`src/rtl/uart_pkg.sv`:
```
// Shared definitions for the UART transmitter: frame geometry and FSM state encoding.
package uart_pkg;

   // Payload width of one UART character.
   localparam int UART_DATA_BITS = 8;

   // Raw state codes, kept as named constants so other tools can decode the state register.
   localparam logic [1:0] ST_IDLE  = 2'd0;
   localparam logic [1:0] ST_START = 2'd1;
   localparam logic [1:0] ST_DATA  = 2'd2;
   localparam logic [1:0] ST_STOP  = 2'd3;

   typedef enum logic [1:0] {
      IDLE  = ST_IDLE,
      START = ST_START,
      DATA  = ST_DATA,
      STOP  = ST_STOP
   } tx_state_t;

endpackage

```
`src/rtl/uart_tx_fifo.sv`:
```
// Show-ahead byte FIFO feeding the UART transmitter. Pointers carry one extra
// wrap bit so full and empty are distinguished without a separate counter.
module uart_tx_fifo
   import uart_pkg::*;
#(
   parameter int FIFO_DEPTH = 4,
   parameter int WIDTH      = UART_DATA_BITS
) (
   input  logic             clock,
   input  logic             reset,
   input  logic             push,
   input  logic [WIDTH-1:0] data_in,
   output logic             full,
   input  logic             pop,
   output logic [WIDTH-1:0] data_out,
   output logic             empty
);

   localparam int AW = $clog2(FIFO_DEPTH);

   logic [AW:0]      r_wr_ptr;
   logic [AW:0]      r_rd_ptr;
   logic [WIDTH-1:0] r_mem [FIFO_DEPTH];
   logic             w_do_push;
   logic             w_do_pop;

   // A push while full is dropped here; the sender sees full and must hold its data.
   assign w_do_push = push & ~full;
   assign w_do_pop  = pop & ~empty;

   assign empty    = (r_wr_ptr == r_rd_ptr);
   assign full     = (r_wr_ptr[AW] != r_rd_ptr[AW]) &&
                     (r_wr_ptr[AW-1:0] == r_rd_ptr[AW-1:0]);
   assign data_out = r_mem[r_rd_ptr[AW-1:0]];

   // Pointer update; push and pop on the same edge both take effect.
   always_ff @(posedge clock or negedge reset) begin
      if (!reset) begin
         r_wr_ptr <= '0;
         r_rd_ptr <= '0;
      end else begin
         if (w_do_push) r_wr_ptr <= r_wr_ptr + (AW+1)'(1);
         if (w_do_pop)  r_rd_ptr <= r_rd_ptr + (AW+1)'(1);
      end
   end

   // Storage array; contents are don't-care until written, so no reset.
   always_ff @(posedge clock) begin
      if (w_do_push) r_mem[r_wr_ptr[AW-1:0]] <= data_in;
   end

endmodule

```
`src/rtl/uart_tx.sv`:
```
// UART transmitter: buffers bytes from a valid/ready port and shifts them out
// LSB first as 8N1 or 8N2 frames. Back-to-back frames have no idle gap.
// txd is registered from the current state, so the line lags the FSM by one cycle.
module uart_tx
   import uart_pkg::*;
#(
   parameter int CLOCK_FREQ = 100_000_000,
   parameter int BAUD_RATE  = 115200,
   parameter int STOP_BITS  = 1,
   parameter int FIFO_DEPTH = 4
) (
   input  logic       clock,
   input  logic       reset,
   input  logic       in_valid,
   input  logic [7:0] in_data,
   output logic       in_ready,
   output logic       txd,
   output logic       busy
);

   // CLKS_PER_BIT must be at least 2 and STOP_BITS must be 1 or 2.
   localparam int               CLKS_PER_BIT = CLOCK_FREQ / BAUD_RATE;
   localparam int               CNT_W        = $clog2(CLKS_PER_BIT);
   localparam logic [CNT_W-1:0] CNT_LAST     = CNT_W'(CLKS_PER_BIT - 1);
   localparam logic [2:0]       STOP_LAST    = 3'(STOP_BITS - 1);
   localparam logic [2:0]       DATA_LAST    = 3'(UART_DATA_BITS - 1);

   tx_state_t        r_state;
   tx_state_t        w_next_state;
   logic [CNT_W-1:0] r_baud_cnt;
   logic [CNT_W-1:0] w_baud_cnt_next;
   logic [2:0]       r_bit_idx;
   logic [2:0]       w_bit_idx_next;
   logic [7:0]       r_shift;
   logic [7:0]       w_shift_next;
   logic             r_txd;
   logic             w_txd_next;
   logic             w_baud_wrap;
   logic             w_pop;
   logic             w_fifo_full;
   logic             w_fifo_empty;
   logic [7:0]       w_fifo_head;

   uart_tx_fifo #(
      .FIFO_DEPTH (FIFO_DEPTH),
      .WIDTH      (UART_DATA_BITS)
   ) u_fifo (
      .clock    (clock),
      .reset    (reset),
      .push     (in_valid),
      .data_in  (in_data),
      .full     (w_fifo_full),
      .pop      (w_pop),
      .data_out (w_fifo_head),
      .empty    (w_fifo_empty)
   );

   assign w_baud_wrap = (r_baud_cnt == CNT_LAST);

   // Next-state, baud counter, bit index, shift register and FIFO pop decisions.
   always_comb begin
      w_next_state    = r_state;
      w_baud_cnt_next = w_baud_wrap ? '0 : r_baud_cnt + CNT_W'(1);
      w_bit_idx_next  = r_bit_idx;
      w_shift_next    = r_shift;
      w_pop           = 1'b0;
      unique case (r_state)
         IDLE: begin
            w_baud_cnt_next = '0;
            if (!w_fifo_empty) begin
               w_pop        = 1'b1;
               w_shift_next = w_fifo_head;
               w_next_state = START;
            end
         end
         START: begin
            if (w_baud_wrap) begin
               w_next_state   = DATA;
               w_bit_idx_next = '0;
            end
         end
         DATA: begin
            if (w_baud_wrap) begin
               w_shift_next   = {1'b0, r_shift[7:1]};
               w_bit_idx_next = r_bit_idx + 3'd1;
               if (r_bit_idx == DATA_LAST) begin
                  w_next_state   = STOP;
                  w_bit_idx_next = '0;
               end
            end
         end
         STOP: begin
            // bit_idx counts stop bits here so 8N2 reuses the same register.
            if (w_baud_wrap) begin
               if (r_bit_idx == STOP_LAST) begin
                  w_bit_idx_next = '0;
                  if (!w_fifo_empty) begin
                     w_pop        = 1'b1;
                     w_shift_next = w_fifo_head;
                     w_next_state = START;
                  end else begin
                     w_next_state = IDLE;
                  end
               end else begin
                  w_bit_idx_next = r_bit_idx + 3'd1;
               end
            end
         end
         default: w_next_state = IDLE;
      endcase
   end

   // Line level for the current state; registered below to keep txd glitch-free.
   always_comb begin
      w_txd_next = 1'b1;
      unique case (r_state)
         IDLE:    w_txd_next = 1'b1;
         START:   w_txd_next = 1'b0;
         DATA:    w_txd_next = r_shift[0];
         STOP:    w_txd_next = 1'b1;
         default: w_txd_next = 1'b1;
      endcase
   end

   // Control state: reset aborts any frame in flight and parks the line high.
   always_ff @(posedge clock or negedge reset) begin
      if (!reset) begin
         r_state    <= IDLE;
         r_baud_cnt <= '0;
         r_bit_idx  <= '0;
         r_txd      <= 1'b1;
      end else begin
         r_state    <= w_next_state;
         r_baud_cnt <= w_baud_cnt_next;
         r_bit_idx  <= w_bit_idx_next;
         r_txd      <= w_txd_next;
      end
   end

   // Shift register holds payload only; it is always reloaded before use.
   always_ff @(posedge clock) begin
      r_shift <= w_shift_next;
   end

   assign txd      = r_txd;
   assign in_ready = ~w_fifo_full;
   assign busy     = (r_state != IDLE) | ~w_fifo_empty;

endmodule

```
`config.mk`:
```
export PLATFORM = sky130hd
export DESIGN_NAME = uart_tx
export DESIGN_NICKNAME = d
export VERILOG_FILES = /design/src/rtl/uart_pkg.sv /design/src/rtl/uart_tx_fifo.sv /design/src/rtl/uart_tx.sv
export SDC_FILE = /design/constraint.sdc
export NUM_CORES = 1
export LEC_CHECK = 0
export CAP_MARGIN = 10
export CELL_PAD_IN_SITES_DETAIL_PLACEMENT = 0
export CELL_PAD_IN_SITES_GLOBAL_PLACEMENT = 1
export CORE_AREA = 2 2 79 81
export CTS_BUF_LIST = sky130_fd_sc_hd__clkbuf_4 sky130_fd_sc_hd__clkbuf_8
export DETAILED_ROUTE_END_ITERATION = 10
export DIE_AREA = 0 0 81 83
export GPL_TIMING_DRIVEN = 0
export PLACE_DENSITY = 0.79
export SYNTH_ARGS = -nofsm -noshare
export SYNTH_HDL_FRONTEND = slang
export SYNTH_HIERARCHICAL = 1
export SYNTH_SLANG_ARGS = --single-unit
```
`constraint.sdc`:
```
create_clock -name clock -period 3 [get_ports clock]
set_input_delay 0.45 -clock clock [delete_from_list [all_inputs] [get_ports clock]]
set_output_delay 0.45 -clock clock [all_outputs]
set_load 0.03 [all_outputs]
```
==> flow_metrics.py <==
metrics = {
    "run_status": {
        "outcome": "completed",
    },
    "sta": {
        "setup_violations": 0,
        "fin_crit_sh_pct": 93.60,
        "relSlewSlack_pct": 31.54,
        "hold_ws_ns": 0.4878,
        "max_freq_mhz": 356.1,
        "tns_ns": 0,
        "finalHoldViolCount": 0,
        "post-route-min-period_ns": 2.808,
        "rsz0062_at_grt": "no",
        "finClkSkew_ns": 0.01052,
        "tightest_slew_ns": 1.024,
        "finalMaxSlewViolations": 0,
    },
    "global_route": {
        "busiest_layer": "met1",
        "grt_pass1_wl_um": 8652,
        "grt_util_met3_pct": 4.891,
        "use_met1_pct": 25.50,
        "grt_pass1_vias": 1763,
        "met2_usage_pct": 24.04,
        "grt_max_degree": 23,
        "grt_usage_pct": 17.25,
        "antenna_found_initial": 0,
        "grt_overflow": 0,
    },
    "synthesis": {
        "yosysWarnings": 6,
        "synth_top_area_share_pct": 40.00,
        "ys_types": 48,
        "synth_top_area_cell": "edfxtp_1",
        "synthTopCellsByArea": "edfxtp_1 (40%), dfrtp_1 (18%), mux4_1 (7.0%)",
        "ys_async_sr_fraction_pct": 35.48,
        "synth_flop_cell": "edfxtp_1",
        "ys_top_cells_by_count": "edfxtp_1 (40), dfrtp_1 (21), nor2_1 (17), ha_1 (15), inv_1 (12)",
        "syn_inst": 217,
        "syn_avg_cell_area_um2": 13.84,
        "synth_edf_count": 40,
        "yosys.cell_count.top_type": "edfxtp_1",
        "syn-num-nets": 243,
        "netlist_area_um2": 3003,
        "yosysSeqAreaShare_pct": 58.38,
        "synth_seq_cells": 62,
    },
    "clocking": {
        "cts_root_buf": "clkbuf_8",
        "postCtsSetupRepairBufs": 0,
        "clkLatencyLatePin_ns": 0.34,
        "clk_pin_slew_ns": 0.07,
        "cts.htree.levels": 3,
        "clk_path_buf_depth": 2,
        "cts_sinks": 62,
        "cts_buffers": 9,
        "post_cts_resize_count": 0,
        "cts_tree": "built",
        "holdBufCountCts": 0,
    },
    "floorplan": {
        "die-area_um2": 6723,
        "num_rows": 28,
        "core_um2": 5816,
        "start_util_pct": 51.64,
        "die_x_um": 81,
        "die_h_um": 83,
        "num_io_pins": 14,
    },
    "placed_design": {
        "gp_congestion": 0.7479,
        "dp_hpwl_um": 3401,
        "port_buffers": 13,
    },
    "layout": {
        "fillers": 502,
        "drive_above_1_share_pct": 13.41,
        "syn_to_final_growth_pct": 14.88,
        "layout.nets": 267,
        "diodes": 0,
    },
    "detailed_routing": {
        "wl_per_cell_um": 15.44,
        "drc": 0,
        "drt-initial-drc-count": 130,
        "drtPass1Iterations": 4,
        "via_count": 1713,
        "ant_nets": 0,
        "viasPerCell": 5.336,
        "drt-total-wl_um": 4955,
    },
    "power": {
        "ir_drop_mv": 0.4589,
        "p_leak_uw": 0.001344,
        "power.density_nw_per_um2": 1020,
    },
    "setup_path": {
        "cp_max_fo": 10,
        "critPathLaunchType": "flop",
        "cp-end-kind": "primary output",
        "path_class": "flop to primary output",
        "required_ns": 2.55,
        "crit_arrival_ns": 2.36,
    },
    "job": {
        "max_cap_viol_count": 0,
    },
    "min_path": {
        "hp-class": "flop to flop",
    },
}
## registers in the layout (all words and copies together) (netlist names)
name / cells
u_fifo/r_mem: 32
r_baud_cnt: 10
r_shift: 8
r_bit_idx: 3
u_fifo/r_rd_ptr: 3
u_fifo/r_wr_ptr: 3
r_state: 2
txd: 1
## layer usage
layer  vias to the layer above  wire length (µm)
met5                         -                 0
met4                         0               100
met3                         7               129
met2                        22              2168
met1                       833              2557
li1                        851                 -
## worst max-delay path, stage by stage (launching register included)
cell	delay [ns]
dfrtp_1	0.44
buf_6	0.19
xor2_2	0.22
nor3_1	0.26
clkbuf_2	0.26
nand2_1	0.07
clkdlybuf4s50_1	0.59
## metrics by stage
step	utilization (%)	cells	worst slack (ns)	instance area [µm²]	power, µW
after floorplan	-	217	0.7398	3003	2401
after global placement	55.49	305	0.4685	3227	2712
after detailed placement	55.49	305	0.4423	3227	2736
after CTS	59.29	321	0.05561	3448	3547
after global routing	59.32	321	0.04905	3450	3775
final	59.32	321	0.1919	3450	3518
## final timing paths
| kind | endpoint | start | slack, ns | cells past startpoint |
|---|---|---|---|---|
| hold / removal | txd | r_shift[0] | 0.49 | 2 |
| setup / recovery | busy | u_fifo/r_rd_ptr[0] | 0.19 | 6 |
| max in group asynchronous | u_fifo/r_rd_ptr[1] | reset | 1.71 | 1 |
| min in group asynchronous | r_baud_cnt[1] | reset | 0.67 | 1 |
| setup reg to reg | u_fifo/r_rd_ptr[1] | r_baud_cnt[3] | 0.49 | 7 |
| hold reg to reg | txd | r_shift[0] | 0.49 | 2 |
## power breakdown
group	switching [µW]	internal (µW)	total (µW)	leakage (µW)
Combinational	758	579	1340	0.000581
Clock	336	470	806	0.000107
Sequential	159	1220	1380	0.000655
Total	1250	2270	3520	0.00134
## cells in the final DEF, fill, tap and decap left out, drive strengths merged, types with 4 or more instances in the layout
master / netlist / final
clkbuf: 5 / 14
xor2: 6 / 6
nor3: 6 / 6
a21oi: 9 / 9
xnor2: 11 / 11
nand2b: 4 / 4
ha: 15 / 15
dfrtp: 21 / 21
mux4: 8 / 8
nand3: 7 / 7
o31ai: 4 / 4
nor2: 18 / 18
nand2: 9 / 9
clkdlybuf4s50: 0 / 13
a22o: 6 / 6
inv: 12 / 13
edfxtp: 40 / 40
## cell type report
class	count	area, µm²	area share (%)
Clock buffer	9	123.9	3.591
Sequential cell	62	1753	50.82
Multi-Input combinational cell	135	1162	33.70
Timing Repair Buffer	13	130.1	3.772
Tap cell	75	93.84	2.720
Inverter	12	45.04	1.306
Buffer	8	43.79	1.269
Clock inverter	7	97.59	2.829
## cell families (layout without fill, tap and decap cells)
kind of cell    after synthesis  count (layout)  synth area share (%)
compound gates               36              36                 9.459
xor+xnor                     17              17                 5.708
fa+ha+maj                    15              15                 6.250
buf+inv                      20              49                 2.917
flops                        62              62                 58.37
mux                          11              11                 8.083
simple gates                 56              56                 9.209
Power figures use the tool's default switching activity.
